### config.mk
export PLATFORM = sky130hd
export DESIGN_NAME = fact_bcd_conv_flat
export DESIGN_NICKNAME = d
export VERILOG_FILES = /design/src/rtl/fact_pkg.sv /design/src/rtl/fact_bcd_conv_if.sv /design/src/rtl/bcd_add3.sv /design/src/rtl/fact_bcd_conv.sv /design/src/flat_wrapper.sv
export SDC_FILE = /design/constraint.sdc
export NUM_CORES = 1
export LEC_CHECK = 0
export BUFFER_PORTS_ARGS = -buffer_cell sky130_fd_sc_hd__buf_2
export CORE_ASPECT_RATIO = 0.75
export CORE_MARGIN = 1
export CORE_UTILIZATION = 40
export CTS_BUF_LIST = sky130_fd_sc_hd__clkbuf_2
export DETAILED_ROUTE_END_ITERATION = 10
export PLACE_DENSITY = 0.68
export SLEW_MARGIN = 20
export SYNTH_ARGS = -nofsm -noshare
export SYNTH_HDL_FRONTEND = slang
export SYNTH_HIERARCHICAL = 1
export SYNTH_SLANG_ARGS = --single-unit
export TNS_END_PERCENT = 30
### constraint.sdc
create_clock -name clk -period 2 [get_ports clk]
set_clock_uncertainty 0.1 [all_clocks]
set_input_delay 0.2 -clock clk [delete_from_list [all_inputs] [get_ports clk]]
set_output_delay 0.2 -clock clk [all_outputs]
set_load 0.01 [all_outputs]
### src/rtl/fact_pkg.sv
// Shared constants and types for the factorial BCD readout converter.
// Optional build macro used by the converter: FACT_BCD_BLANK_EN.
package fact_pkg;

  localparam int FACT_WIDTH  = 32;
  localparam int FACT_DIGITS = 10;

  localparam logic [3:0] BCD_BLANK = 4'hF;

  typedef enum logic [1:0] {
    IDLE  = 2'd0,
    SHIFT = 2'd1,
    DONE  = 2'd2
  } state_t;

endpackage

### src/rtl/fact_bcd_conv_if.sv
// Handshake bundle between the factorial stage, the BCD converter and the readout.
// Both sides use valid/ready: a transfer happens on a rising edge where valid and ready are both 1.
interface fact_bcd_conv_if #(
    parameter int WIDTH  = fact_pkg::FACT_WIDTH,
    parameter int DIGITS = fact_pkg::FACT_DIGITS
);
    logic                  in_valid;
    logic                  in_ready;
    logic [WIDTH-1:0]      bin_in;
    logic                  out_valid;
    logic                  out_ready;
    logic [4*DIGITS-1:0]   bcd_out;
    logic [3:0]            ndigits;
    fact_pkg::state_t      dbg_state;

    modport slave (
        input  in_valid, bin_in, out_ready,
        output in_ready, out_valid, bcd_out, ndigits, dbg_state
    );

    modport master (
        output in_valid, bin_in, out_ready,
        input  in_ready, out_valid, bcd_out, ndigits, dbg_state
    );
endinterface

### src/rtl/bcd_add3.sv
// One BCD digit correction cell for the shift-and-add-3 converter.
module bcd_add3 (
    input  logic [3:0] i_d,
    output logic [3:0] o_d
);
    assign o_d = (i_d >= 4'd5) ? (i_d + 4'd3) : i_d;
endmodule

### src/rtl/fact_bcd_conv.sv
// Sequential binary-to-BCD converter (shift-and-add-3) for the factorial result.
// Define FACT_BCD_BLANK_EN to drive leading-zero digits as the display blank code.
module fact_bcd_conv
    import fact_pkg::*;
#(
    parameter int WIDTH  = FACT_WIDTH,
    parameter int DIGITS = FACT_DIGITS
) (
    input  logic            clk,
    input  logic            reset,
    fact_bcd_conv_if.slave  bus
);
    localparam int CNT_W = $clog2(WIDTH) + 1;
    localparam int BCD_W = 4 * DIGITS;

    state_t             r_state;
    logic [WIDTH-1:0]   r_bin;
    logic [BCD_W-1:0]   r_bcd;
    logic [BCD_W-1:0]   r_bcd_out;
    logic [CNT_W-1:0]   r_cnt;
    logic [3:0]         r_ndig;
    logic               r_in_ready;
    logic               r_out_valid;

    logic [BCD_W-1:0]       w_adj;
    logic [BCD_W+WIDTH-1:0] w_shift;
    logic [BCD_W-1:0]       w_next_bcd;
    logic [WIDTH-1:0]       w_next_bin;
    logic [BCD_W-1:0]       w_disp;
    logic [3:0]             w_ndig;

    for (genvar g = 0; g < DIGITS; g++) begin : g_add3
        bcd_add3 u_add3 (
            .i_d (r_bcd[4*g +: 4]),
            .o_d (w_adj[4*g +: 4])
        );
    end

    // Accumulator and binary word shift as one long register.
    assign w_shift    = {w_adj, r_bin} << 1;
    assign w_next_bcd = w_shift[BCD_W+WIDTH-1:WIDTH];
    assign w_next_bin = w_shift[WIDTH-1:0];

    always_comb begin
        w_ndig = 4'd1;
        for (int i = 0; i < DIGITS; i++) begin
            if (w_next_bcd[4*i +: 4] != 4'd0) w_ndig = 4'(i + 1);
        end
    end

`ifdef FACT_BCD_BLANK_EN
    always_comb begin
        w_disp = w_next_bcd;
        for (int i = 1; i < DIGITS; i++) begin
            if (i >= int'(w_ndig)) w_disp[4*i +: 4] = BCD_BLANK;
        end
    end
`else
    assign w_disp = w_next_bcd;
`endif

    always_ff @(posedge clk or negedge reset) begin
        if (!reset) begin
            r_state     <= IDLE;
            r_bin       <= '0;
            r_bcd       <= '0;
            r_bcd_out   <= '0;
            r_cnt       <= '0;
            r_ndig      <= 4'd1;
            r_in_ready  <= 1'b1;
            r_out_valid <= 1'b0;
        end else begin
            case (r_state)
                IDLE: begin
                    if (bus.in_valid) begin
                        r_bin      <= bus.bin_in;
                        r_bcd      <= '0;
                        r_cnt      <= '0;
                        r_in_ready <= 1'b0;
                        r_state    <= SHIFT;
                    end
                end
                SHIFT: begin
                    r_bin <= w_next_bin;
                    r_bcd <= w_next_bcd;
                    r_cnt <= r_cnt + 1'b1;
                    if (r_cnt == CNT_W'(WIDTH - 1)) begin
                        r_bcd_out   <= w_disp;
                        r_ndig      <= w_ndig;
                        r_out_valid <= 1'b1;
                        r_state     <= DONE;
                    end
                end
                DONE: begin
                    // A pending in_valid is not looked at here; the accept waits for IDLE.
                    if (bus.out_ready) begin
                        r_out_valid <= 1'b0;
                        r_in_ready  <= 1'b1;
                        r_state     <= IDLE;
                    end
                end
                default: begin
                    r_state     <= IDLE;
                    r_in_ready  <= 1'b1;
                    r_out_valid <= 1'b0;
                end
            endcase
        end
    end

    assign bus.in_ready  = r_in_ready;
    assign bus.out_valid = r_out_valid;
    assign bus.bcd_out   = r_bcd_out;
    assign bus.ndigits   = r_ndig;
    assign bus.dbg_state = r_state;

endmodule

### src/flat_wrapper.sv
// flat-port wrapper written by rule: the top's interface ports become plain ports
module fact_bcd_conv_flat import fact_pkg::*;
#(
    parameter int WIDTH  = FACT_WIDTH,
    parameter int DIGITS = FACT_DIGITS
)
  (clk, reset, bus_in_valid, bus_bin_in, bus_out_ready, bus_in_ready, bus_out_valid, bus_bcd_out, bus_ndigits, bus_dbg_state);
  fact_bcd_conv_if #(.WIDTH(WIDTH), .DIGITS(DIGITS)) bus_i ();
  input  logic clk;
  input  logic reset;
  input wire logic [$bits(bus_i.in_valid)-1:0] bus_in_valid;
  input wire logic [$bits(bus_i.bin_in)-1:0] bus_bin_in;
  input wire logic [$bits(bus_i.out_ready)-1:0] bus_out_ready;
  output wire logic [$bits(bus_i.in_ready)-1:0] bus_in_ready;
  output wire logic [$bits(bus_i.out_valid)-1:0] bus_out_valid;
  output wire logic [$bits(bus_i.bcd_out)-1:0] bus_bcd_out;
  output wire logic [$bits(bus_i.ndigits)-1:0] bus_ndigits;
  output wire logic [$bits(bus_i.dbg_state)-1:0] bus_dbg_state;
  assign bus_i.in_valid = bus_in_valid;
  assign bus_i.bin_in = bus_bin_in;
  assign bus_i.out_ready = bus_out_ready;
  assign bus_in_ready = bus_i.in_ready;
  assign bus_out_valid = bus_i.out_valid;
  assign bus_bcd_out = bus_i.bcd_out;
  assign bus_ndigits = bus_i.ndigits;
  assign bus_dbg_state = bus_i.dbg_state;
  fact_bcd_conv #(.WIDTH(WIDTH), .DIGITS(DIGITS)) u_core (.clk(clk), .reset(reset), .bus(bus_i));
endmodule
# Word-level counts from Yosys, hierarchy flattened

Index checks and enable logic that the tools add are counted.

Flip-flop bits (word level): 126
Bits in latches: 0
RAM bits: 0
Memory bits (read-only): 0
Bits of input ports: 36
Output and inout port bits: 48
Memories kept: 0

Add/subtract/negate cells: 11
Multipliers: 0
Divide/modulo/power cells: 0
Order comparisons: 10
Equal/unequal tests: 6
Shift-type cells: 0
Multiplexer cells: 35
Bitwise gates (word level): 2
Reductions and logical operators: 16

Operators by type and width:

| operator                                                              | number |
|---|---|
| 40-bit one-hot mux with 2 select lines                                | 1 |
| 4-bit 2-to-1 mux                                                      | 17 |
| 32-bit one-hot mux with 2 select lines                                | 1 |
| 4-bit by 3-bit >= comparator with 1-bit output, second input constant | 10 |
| 40-bit 2-to-1 mux                                                     | 1 |
| 4-bit by 2-bit adder with 4-bit output, second input constant         | 9 |
| 4-bit nonzero test                                                    | 9 |
| 32-bit 2-to-1 mux                                                     | 1 |
| 6-bit one-hot mux with 2 select lines                                 | 1 |
| 3-bit AND reduction                                                   | 3 |
| 2-bit 2-to-1 mux                                                      | 4 |
| 6-bit by 1-bit adder with 6-bit output, second input constant         | 1 |
| 6-bit by 5-bit == test with 1-bit output, second input constant       | 1 |
| 6-bit 2-to-1 mux                                                      | 1 |
| 1-bit one-hot mux with 3 select lines                                 | 2 |
| 2-bit one-hot mux with 3 select lines                                 | 1 |
| 1-bit 2-to-1 mux                                                      | 4 |
| 2-bit inequality test, second input constant                          | 2 |
| 2-bit AND reduction                                                   | 2 |
| 3-bit by 2-bit adder with 3-bit output, second input constant         | 1 |
| 3-bit 2-to-1 mux                                                      | 1 |
| 2-bit by 1-bit == test with 1-bit output, second input constant       | 1 |
| 2-bit == test, second input constant                                  | 1 |
| 2-bit logical NOT                                                     | 1 |
| 3 further kinds                                                       | 4 |

# Logic depth before layout (Yosys ltp)

Gate-level depths: netlist of run 1.

Word-level depth: 12
Gate-level depth with buffers: 9
Depth with buffers taken out: 9

# Modules after synthesis

Netlist of run 1, hierarchy kept.

By module, submodules not included:

| module        | instances | cells an instance | area each (sq um) | sequential area each (sq um) |
|---|---|---|---|---|
| fact_bcd_conv | 1         | 425               | 5277.6            | 3155.5 |
| bcd_add3      | 10        | 16                | 101.3             | 0.0 |

# Least setup slack after synthesis of run 1

No wires, ideal clock.

Kind: register to register
From: register u_core.r_bcd[4]
To: register u_core.r_ndig[1], in the netlist u_core/bus.ndigits[1]
Library setup time: 0.121 ns
Arrival: 1.984 ns
Data required time: 1.779 ns
Setup slack: -0.205 ns
Cell stages (with the launch flop): 9
Buffers on the path: 0
Period minus slack after synthesis: 2.205 ns
Cell sequence: dfrtp_1 -> ha_1 -> nand2b_1 -> a21oi_2 -> mux2i_1 -> or4_4 -> o211ai_1 -> a21oi_1 -> o22a_1

Longest elaborated chain between the ends: 12
Elaborated cells on any way between the ends: 14

RTL lines:

| item                                                                                                            | line                | text |
|---|---|---|
| start, declared                                                                                                 | fact_bcd_conv.sv:18 | `logic [BCD_W-1:0] r_bcd;` |
| start signal, assigned                                                                                          | fact_bcd_conv.sv:85 | `r_bcd <= w_next_bcd;` |
| 4-bit by 2-bit adder with 4-bit output / 4-bit by 3-bit >= comparator with 1-bit output (equally long branches) | bcd_add3.sv:6       | `assign o_d = (i_d >= 4'd5) ? (i_d + 4'd3) : i_d;` |
| 4-bit 2-to-1 mux (*)                                                                                            | bcd_add3.sv:6       |  |
| via u_core.w_adj[5]                                                                                             | fact_bcd_conv.sv:25 | `logic [BCD_W-1:0] w_adj;` |
| 4-bit nonzero test (*)                                                                                          | fact_bcd_conv.sv:47 | `if (w_next_bcd[4*i +: 4] != 4'd0) w_ndig = 4'(i + 1);` |
| 2-bit 2-to-1 mux (*)                                                                                            | fact_bcd_conv.sv:47 |  |
| 4-bit 2-to-1 mux (*) (8 in a row)                                                                               | fact_bcd_conv.sv:47 |  |
| end signal, assigned                                                                                            | fact_bcd_conv.sv:89 | `r_ndig <= w_ndig;` |
| end, declared                                                                                                   | fact_bcd_conv.sv:21 | `logic [3:0] r_ndig;` |

The timed path passes the listed nets; every way through them passes the cells marked *.
A chain may end at the register's enable or synchronous reset.

# Worst setup path after layout of run 1

From: register u_core.r_bcd[8]
To: register u_core.r_ndig[0], in the netlist u_core/bus.ndigits[0]

Longest elaborated chain between the ends: 11
Elaborated cells on any way between the ends: 13

RTL lines:

| item                                                                                                            | line |
|---|---|
| 4-bit by 2-bit adder with 4-bit output / 4-bit by 3-bit >= comparator with 1-bit output (equally long branches) | bcd_add3.sv:6 |
| 4-bit 2-to-1 mux (*)                                                                                            | bcd_add3.sv:6 |
| via u_core.w_adj[9]                                                                                             | fact_bcd_conv.sv:25 |
| 4-bit nonzero test (*)                                                                                          | fact_bcd_conv.sv:47 |
| 4-bit 2-to-1 mux (*) (8 in a row)                                                                               | fact_bcd_conv.sv:47 |

Marked as above.

==> results.toml, run 1 <==
[die]
initial_utilization_pct = 41.06
floorplan.core_area_um2 = 15270
die_x_um = 146.6
io_pins = 84
fp.dieH_um = 110.4
fp-row-count = 39
dieArea_um2 = 16190

[sta]
max-slew-margin-rel_pct = 67.18
finalWorstSetupSlack_ns = -0.2302
timing.setup.tns_ns = -0.7977
timing.final.setup_violations = 4
final-max-slew-violation-count = 0
max_clock_freq_mhz = 448.4
rsz0062_at_grt = "true"
period_share_pct = 111.5
period_minus_slack_ns = 2.230
tightest_slew_ns = 0.4922
final_hold_viol_count = 0

[grt]
initial_antenna_violation_count = 0
grt_use_total_pct = 20.83
globalRouteMet3Util_pct = 5.165
grt_pass1_wl_um = 26720
globalRoute.busiestLayer = "met2"
grt_overflow = 0
grt_start_max_net_pins = 36
use_met1_pct = 28.13
first_global_vias = 5369
grt.met2_usage_pct = 32.70

[logic_synthesis]
syn-num-nets = 638
netlist_area_um2 = 6271
synth_warnings = 6
syn_avg_cell_area_um2 = 10.79
netlist_instances = 581

[setup_path]
required_ns = 2.54
timing.critical_path.mode_cell = "sky130_fd_sc_hd__nand2b_4"
cp_data_arrival_time_ns = 2.77
setup.worst_path.start_class = "flop"
delay_of_the_slowest_cell_on_the_worst_path_ns = 0.52
setup.worst_path.class = "flop to flop"
slowest_stage = "sky130_fd_sc_hd__or4_4"
critical_path.max_fanout = 4
cp-end-kind = "flop"
critical_path.cell_chain = "ha_2, nand2b_4, a21oi_4, mux2i_2, or4_4, nand2b_4, a211oi_2, o221ai_1"

[final_layout]
finalNetCount = 858
multiInputGateArea_um2 = 3218
count_of_filler_cells_inserted_in_the_layout = 1243
antennaDiodeCount = 0
final_layout_size_suffix_gt1_share_pct = 38.33
synthToLayoutAreaGrowth_pct = 39.21
sequential_cell_area_um2 = 3157

[placement]
input_output_buffers = 83
preCtsSetupSlack_ns = -0.3308
detailedPlacementHpwl_um = 10260
place_congestion = 0.8171

[min_path]
hold_path.class = "input pin to flop"

[detailed_routing]
wire_per_inst_um = 16.02
routed-via-count = 5310
number_of_drc_violations_after_detailed_routing = 0
detailedRoute.firstPassIterationCount = 6
avgViaCountPerCell = 5.211
first_iter_violations = 323
route.antenna.remaining_nets = 0
drt_wl_total_um = 16330

[pwr]
power_leakage_nw = 4.073
ir_worst_vdd_uv = 643.6
power_density_nw_per_um2 = 1438

[run_status]
status = "finished, violations left"
violations = "negative setup slack"

[clocking]
cts_tree = "done"
clkLatencyLatePin_ns = 0.71
cts-buffers-inserted = 17
root_buffer = "sky130_fd_sc_hd__clkbuf_2"
h-tree-depth = 4
clkSinkCount = 126
clk_path_buf_depth = 2
clock_transition_at_the_register_clock_pins_on_the_worst_setup_and_hold_paths_after_cts_ns = 0.19

[job]
maxCapViolations = 0
[critical path, delay by kind of cell (launching register included)]
kind	cells	cell delay, ns
and+or+nand+nor	3	0.83
muxes	1	0.09
adders and majority gates	1	0.19
AOI/OAI and AO/OA	3	0.51
DFF	1	0.46
[routing by layer]
metal | wire, µm | up-vias
met2 | 7774 | 118
met1 | 7720 | 2649
met4 | 218 | 0
met3 | 614 | 19
met5 | 0 | -
li1 | - | 2524
[per-stage QoR]
stage / instance area (µm²) / cells / hold slack [ns] / total power, mW / util [%]
CTS: 8416 / 1000 / 0.1258 / 11.85 / 55.10
global placement: 7582 / 926 / 0.1059 / 9.219 / 49.64
detailed placement: 7582 / 926 / 0.1050 / 9.522 / 49.64
finish: 8730 / 1019 / 0.1907 / 12.55 / 57.16
global route: 8730 / 1019 / 0.1536 / 13.45 / 57.16
floorplan: 6305 / 581 / -0.1956 / 7.025 / -
[repair_timing]
item	CTS	global route
gates resized for setup	34	36
endpoints found under the hold margin	163	0
pin swaps	12	18
gates cloned	0	1
hold buffers	38	0
endpoints found under the setup margin	5	35
setup buffers	4	18
[final cells by class]
cell class,count,area share (%)
Clock inverter,10,1.648
Tap cell,205,2.938
Sequential cell,126,36.16
Inverter,21,0.9030
Multi-Input combinational cell,402,36.86
Timing Repair Buffer,233,20.22
Clock buffer,22,1.261
[path summary, 6_finish.rpt]
kind / end / startpoint / slack [ns] / depth (start not counted)
worst max-delay path: u_core/bus.ndigits[0]$_DFFE_PN1P_ / u_core/r_bcd[8]$_DFFE_PN0P_ / -0.23 / 8
worst min-delay path: u_core/r_bin[16]$_DFFE_PN0P_ / bus_bin_in[16] / 0.19 / 4
worst max register to register: u_core/bus.ndigits[0]$_DFFE_PN1P_ / u_core/r_bcd[8]$_DFFE_PN0P_ / -0.23 / 8
worst min register to register: u_core/bus.bcd_out[16]$_DFFE_PN0P_ / u_core/bus.bcd_out[16]$_DFFE_PN0P_ / 0.40 / 1
max in group asynchronous: u_core/r_bcd[10]$_DFFE_PN0P_ / reset / 0.99 / 4
min in group asynchronous: u_core/bus.in_ready$_DFFE_PN1P_ / reset / 0.51 / 3
[placed cells by master, fill, tap and decap left out, drive strengths merged, types with 2 or more instances in the layout]
| master | count |
|---|---|
| buf | 195 |
| dfrtp | 124 |
| o21ai | 55 |
| nand2 | 45 |
| a21oi | 43 |
| a22o | 42 |
| mux2 | 40 |
| dlygate4sd3 | 37 |
| nor2b | 34 |
| a22oi | 31 |
| clkbuf | 23 |
| nand2b | 23 |
| inv | 21 |
| ha | 21 |
| nor2 | 18 |
| xnor2 | 10 |
| mux2i | 10 |
| clkinv | 6 |
| nor4 | 5 |
| bufinv | 4 |
| or4 | 4 |
| nand4 | 3 |
| o22a | 3 |
| nand3b | 2 |
| o221ai | 2 |
| dfstp | 2 |
[report_power, final]
part	leakage, nW	total (mW)	internal [mW]	switching (mW)
clock network	0.160	1.73	0.827	0.902
logic	2.37	6.79	3.79	3.01
registers	1.55	4.03	3.28	0.747
[flip-flops by register name, indices dropped and copies added (netlist names)]
register	count
u_core/bus.ndigits	4
u_core/bus.bcd_out	40
u_core/r_bcd	40
u_core/r_cnt	6
u_core/bus.in_ready	1
u_core/bus.out_valid	1
u_core/r_bin	32
u_core/bus.dbg_state	2
Power figures use the tool's default switching activity.
==> inputs of run 2 (changes only) <==
- CORE_UTILIZATION: 40 -> 45
- PLACE_DENSITY: 0.68 -> 0.74
==> run 2 against run 1 <==
  * The run ends with design-rule violations, negative setup slack left
  * Via count up 0.60%
  * Sequential power about the same
  * Wire length down 0.61%
  * Sequential share of layout area up 1.1 points
  * Clock power down 24%
  * First-iteration DRC count up 53%
  * Non-clock buffer count down 7
  * Die area down 11%
  * Global-route usage up 2.0 points
  * Clock-buffer cell count down 2
==> results.toml, run 2 (synthesis gave the netlist of run 1 again) <==
[detailed_routing]
routed-via-count = 5342
wire_per_inst_um = 16.59
drt_wl_total_um = 16230
first_iter_violations = 494
avgViaCountPerCell = 5.462
detailedRoute.firstPassIterationCount = 8
number_of_drc_violations_after_detailed_routing = 14
route.antenna.remaining_nets = 0

[setup_path]
cp-end-kind = "flop"
required_ns = 2.45
critical_path.cell_chain = "inv_1, ha_2, nand2b_4, a21oi_4, mux2i_1, or4_4, nor2_4, and3_1, o32ai_2"
cp_data_arrival_time_ns = 2.72
setup.worst_path.class = "flop to flop"
cp.buffers_inverters = 1
crit_family = "simple AND/OR/NAND/NOR gates"
critical_path.max_fanout = 3
delay_of_the_slowest_cell_on_the_worst_path_ns = 0.58
setup.worst_path.start_class = "flop"
slowest_stage = "sky130_fd_sc_hd__or4_4"

[sta]
tightest_slew_ns = 0.7053
period_minus_slack_ns = 2.274
timing.setup.tns_ns = -1.412
final_hold_viol_count = 0
max_clock_freq_mhz = 439.7
timing.final.setup_violations = 32
period_share_pct = 113.7
final-max-slew-violation-count = 0
finalWorstSetupSlack_ns = -0.2744
rsz0062_at_grt = "true"
max-slew-margin-rel_pct = 52.85

[clocking]
clock_transition_at_the_register_clock_pins_on_the_worst_setup_and_hold_paths_after_cts_ns = 0.18
h-tree-depth = 4
clkLatencyLatePin_ns = 0.67
cts_tree = "done"
clk_path_buf_depth = 2
cts-buffers-inserted = 17
root_buffer = "sky130_fd_sc_hd__clkbuf_2"
clkSinkCount = 126

[final_layout]
layoutNonFillerInstCount = 978
finalInstanceArea_um2 = 8466
layout_common_cells = "sky130_fd_sc_hd__dfrtp_1 (122), sky130_fd_sc_hd__buf_4 (97), sky130_fd_sc_hd__buf_2 (83), sky130_fd_sc_hd__nand2_1 (43), sky130_fd_sc_hd__a22o_1 (42)"
mostFrequentLayoutCell = "sky130_fd_sc_hd__dfrtp_1"
final_layout_size_suffix_gt1_share_pct = 37.10
synthToLayoutAreaGrowth_pct = 35.00
finalNetCount = 851

[pwr]
power.share.switching_pct = 38.50
power_leakage_nw = 3.976
p_clk_share_pct = 10.9
share_comb_of_total_power_pct = 55.5
ir_worst_vdd_uv = 547.4
intPower_mw = 7.389
report.power.total_mw = 12.02
power_density_nw_per_um2 = 1419
power.net_switching_mw = 4.627
power.share.sequential_pct = 33.6

[run_status]
violations = "design-rule violations, negative setup slack"
status = "finished, violations left"

[placement]
detailedPlacementHpwl_um = 10240
post_dp_cell_area_um2 = 7472
place_congestion = 0.7770
placed_cells_incl_taps = 888
input_output_buffers = 83

[grt]
grt_start_max_net_pins = 45
grt_pass1_wl_um = 26200
initial_antenna_violation_count = 1
first_global_vias = 5276
grt_use_total_pct = 22.83
grt_overflow = 0

[die]
fp-row-count = 36
io_pins = 84
floorplan.core_area_um2 = 13290
dieArea_um2 = 14420
initial_utilization_pct = 47.19
die_x_um = 138.3
fp.dieH_um = 104.2

[job]
maxCapViolations = 0

[min_path]
hold_path.class = "input pin to flop"
[run 2: cell count changes in the layout (fill, tap and decap cells not counted), sizes merged]
cell	change
buf	-4
bufinv	-3
clkbuf	-3
clkinv	+3
dlygate4sd3	-2
clkinvlp	+1
diode	+1
[run 2: per-layer routing]
| layer | track usage (%) | vias to the layer above | share of wire, % |
|---|---|---|---|
| li1 | - | 2513 | - |
| met1 | 29.67 | 2673 | 46 |
| met2 | 36.84 | 137 | 48 |
| met3 | 6.492 | 19 | 4.5 |
| met4 | 7.303 | 0 | 1.3 |
| met5 | 0 | - | 0 |
[run 2: power by group through the flow]
stage               sequential, mW  combinational [mW]  clock [mW]
finish                        4.04                6.66        1.31
global route                  4.12                7.24        1.48
CTS                           3.96                6.08        1.37
detailed placement            3.99                5.50           0
global placement              3.93                5.19           0
floorplan                     3.87                3.15           0
[run 2: worst paths after layout]
check,start,to,slack [ns],depth (start not counted)
setup / recovery,u_core/r_bcd[25]$_DFFE_PN0P_,u_core/bus.ndigits[2]$_DFFE_PN0P_,-0.27,9
hold / removal,bus_in_valid,u_core/bus.dbg_state[0]$_DFFE_PN0P_,0.09,4
setup reg to reg,u_core/r_bcd[25]$_DFFE_PN0P_,u_core/bus.ndigits[2]$_DFFE_PN0P_,-0.27,9
hold reg to reg,u_core/bus.bcd_out[37]$_DFFE_PN0P_,u_core/bus.bcd_out[37]$_DFFE_PN0P_,0.40,1
max in group asynchronous,reset,u_core/bus.in_ready$_DFFE_PN1P_,0.96,4
min in group asynchronous,reset,u_core/bus.ndigits[3]$_DFFE_PN0P_,0.55,4
[run 2: cell type report]
cell class                      instances  area [µm²]
Antenna cell                            1       2.502
Clock buffer                           20       100.1
Clock inverter                         11       76.32
Fill cell                             992        4822
Inverter                               21       78.83
Multi-Input combinational cell        402        3167
Sequential cell                       126        3158
Tap cell                              171       214.0
Timing Repair Buffer                  226        1669
[run 2: worst register-to-register path, cell delays in order (launching register included)]
cell                       delay [ns]
sky130_fd_sc_hd__dfrtp_1         0.41
sky130_fd_sc_hd__inv_1           0.10
sky130_fd_sc_hd__ha_2            0.23
sky130_fd_sc_hd__nand2b_4        0.07
sky130_fd_sc_hd__a21oi_4         0.20
sky130_fd_sc_hd__mux2i_1         0.12
sky130_fd_sc_hd__or4_4           0.58
sky130_fd_sc_hd__nor2_4          0.12
sky130_fd_sc_hd__and3_1          0.17
sky130_fd_sc_hd__o32ai_2         0.07
[run 2: timing repair]
item / CTS / global route
setup buffers: 10 / 12
gates cloned: 0 / 1
pin swaps: 8 / 21
endpoints found under the setup margin: 4 / 40
hold buffers: 36 / 0
resized for setup: 24 / 36
hold endpoints to repair: 161 / 0
[run 2: stage by stage]
step	utilization (%)	setup slack, ns	hold WS (ns)
after floorplan	-	-0.1419	-0.1956
after global routing	63.71	-0.3492	0.02262
after detailed placement	56.23	-0.3680	0.1045
after global placement	56.23	-0.2121	0.09657
final	63.71	-0.2744	0.08566
after CTS	61.81	-0.2604	0.01180
==> inputs of run 3 (changes only) <==
- PLACE_DENSITY: 0.74 -> 0.72
- clock period: 2 -> 2.1 ns (I/O delays scaled with it)
==> run 3 against run 2 <==
  * The flow still finishes with violations (design-rule violations, negative setup slack)
  * First-iteration DRC count is 11% lower
  * Via count is 4.2% lower
  * Cell area is 6.3% lower
  * Power is 14% lower
  * Sequential power is 5.9% lower
  * Sequential share of layout area is 2.5 points higher
  * Highest routed layer unchanged
  * Largest power group unchanged
  * Flip-flop and latch count stayed put
==> results.toml, run 3 (synthesis gave the netlist of run 1 again) <==
[die]
dieArea_um2 = 14420
floorplan.core_area_um2 = 13290
fp.dieH_um = 104.2
initial_utilization_pct = 47.19
die_x_um = 138.3
fp-row-count = 36
io_pins = 84

[clocking]
cts_tree = "done"
clkLatencyLatePin_ns = 0.70
h-tree-depth = 4
clk_path_buf_depth = 2
clkSinkCount = 126
root_buffer = "sky130_fd_sc_hd__clkbuf_2"
clock_transition_at_the_register_clock_pins_on_the_worst_setup_and_hold_paths_after_cts_ns = 0.18
cts-buffers-inserted = 17

[final_layout]
sequential_cell_area_um2 = 3157
multiInputGateArea_um2 = 3023
count_of_filler_cells_inserted_in_the_layout = 1057
final_core_util_pct = 59.71
layoutNonFillerInstCount = 931
final_layout_size_suffix_gt1_share_pct = 30.39
finalNetCount = 805
mostFrequentLayoutCell = "sky130_fd_sc_hd__dfrtp_1"
layout_common_cells = "sky130_fd_sc_hd__dfrtp_1 (123), sky130_fd_sc_hd__buf_2 (82), sky130_fd_sc_hd__buf_4 (59), sky130_fd_sc_hd__nand2_1 (45), sky130_fd_sc_hd__a22o_1 (42)"
synthToLayoutAreaGrowth_pct = 26.52
antennaDiodeCount = 0

[placement]
placed_cells_incl_taps = 862
input_output_buffers = 83
detailedPlacementHpwl_um = 9352
preCtsSetupSlack_ns = -0.2090
place_congestion = 0.7533

[detailed_routing]
routed-via-count = 5120
wire_per_inst_um = 15.79
first_iter_violations = 440
avgViaCountPerCell = 5.499
route.antenna.remaining_nets = 0
drt_wl_total_um = 14700
number_of_drc_violations_after_detailed_routing = 12
detailedRoute.firstPassIterationCount = 8

[setup_path]
cp-end-kind = "flop"
delay_of_the_slowest_cell_on_the_worst_path_ns = 0.56
setup.worst_path.class = "flop to flop"
crit_family = "simple AND/OR/NAND/NOR gates"
slowest_stage = "sky130_fd_sc_hd__or4_4"
critical_path.max_fanout = 4
setup.worst_path.start_class = "flop"
critical_path.cell_chain = "ha_1, nand2b_4, a21oi_2, mux2i_1, or4_4, nor2_4, and3_1, o32ai_2"
required_ns = 2.57
cp.buffers_inverters = 0
cp_data_arrival_time_ns = 2.75

[pwr]
power_density_nw_per_um2 = 1306
report.power.total_mw = 10.36
power_leakage_nw = 3.712
ir_worst_vdd_uv = 427.9

[sta]
max-slew-margin-rel_pct = 52.85
finalWorstSetupSlack_ns = -0.1822
rsz0062_at_grt = "true"
period_share_pct = 108.7
fin_worst_hold_slack_ns = 0.02143
final-max-slew-violation-count = 0
period_minus_slack_ns = 2.282
max_clock_freq_mhz = 438.2
final_hold_viol_count = 0
timing.final.setup_violations = 4
tightest_slew_ns = 0.7072

[grt]
grt_overflow = 0
first_global_vias = 4978
grt_use_total_pct = 21.24
initial_antenna_violation_count = 0
grt_pass1_wl_um = 24610
grt_start_max_net_pins = 127

[run_status]
status = "finished, violations left"
violations = "design-rule violations, negative setup slack"

[min_path]
hold_path.class = "input pin to async pin"

[job]
maxCapViolations = 0
run 3: changes by cell type in the layout (fill, tap and decap cells not counted), sizes merged:
cell	change
clkinv	-1
diode	-1
clkbuf	+1
buf	-46
run 3: cell type report:
| class | count | share of cell area (%) |
|---|---|---|
| Tap cell | 171 | 2.697 |
| Multi-Input combinational cell | 402 | 38.10 |
| Clock buffer | 21 | 1.325 |
| Clock inverter | 10 | 0.9305 |
| Timing Repair Buffer | 180 | 16.16 |
| Inverter | 21 | 0.9935 |
| Sequential cell | 126 | 39.79 |
run 3: metrics by stage:
| stage | instance area, µm² | setup TNS (ns) |
|---|---|---|
| after floorplan | 6305 | -0.1115 |
| after global placement | 7264 | -0.3205 |
| after detailed placement | 7264 | -0.7036 |
| after CTS | 7850 | -0.5239 |
| after global routing | 7934 | -0.9988 |
| final | 7934 | -0.5806 |
run 3: layer usage:
layer / part of all wire (%) / routed length (µm) / GRT usage, % / vias up
li1: - / - / - / 2421
met1: 47 / 6955 / 28.98 / 2556
met2: 47 / 6928 / 32.63 / 130
met3: 4.7 / 693 / 5.893 / 13
met4: 0.84 / 123 / 6.982 / 0
met5: 0 / 0 / 0 / -
run 3: worst paths after layout:
check                                                     end                          startpoint  slack, ns  cells after the start
min in group clk                  u_core/r_bin[0]$_DFFE_PN0P_                       bus_bin_in[0]       0.18                      3
max in group asynchronous        u_core/r_bcd[16]$_DFFE_PN0P_                               reset       1.33                      3
max                         u_core/bus.ndigits[2]$_DFFE_PN0P_        u_core/r_bcd[20]$_DFFE_PN0P_      -0.18                      8
max reg2reg                 u_core/bus.ndigits[2]$_DFFE_PN0P_        u_core/r_bcd[20]$_DFFE_PN0P_      -0.18                      8
min reg2reg                u_core/bus.bcd_out[39]$_DFFE_PN0P_  u_core/bus.bcd_out[39]$_DFFE_PN0P_       0.40                      1
min                        u_core/bus.bcd_out[25]$_DFFE_PN0P_                               reset       0.02                      3
run 3: timing repair:
item	CTS	global route
setup buffers	0	2
hold buffers	35	0
gates resized for setup	12	11
endpoints found under the setup margin	4	5
pin swaps	2	4
hold endpoints to repair	162	0
run 3: report_power, final:
part / internal [mW] / switching, mW / total, mW
registers: 3.12 / 0.675 / 3.80
clock network: 0.417 / 0.866 / 1.28
logic: 2.78 / 2.50 / 5.28
run 3: worst min-delay path: cells and delay by family:
| kind | cells | cell delay (ns) |
|---|---|---|
| buffers and inverters | 3 | 1.07 |
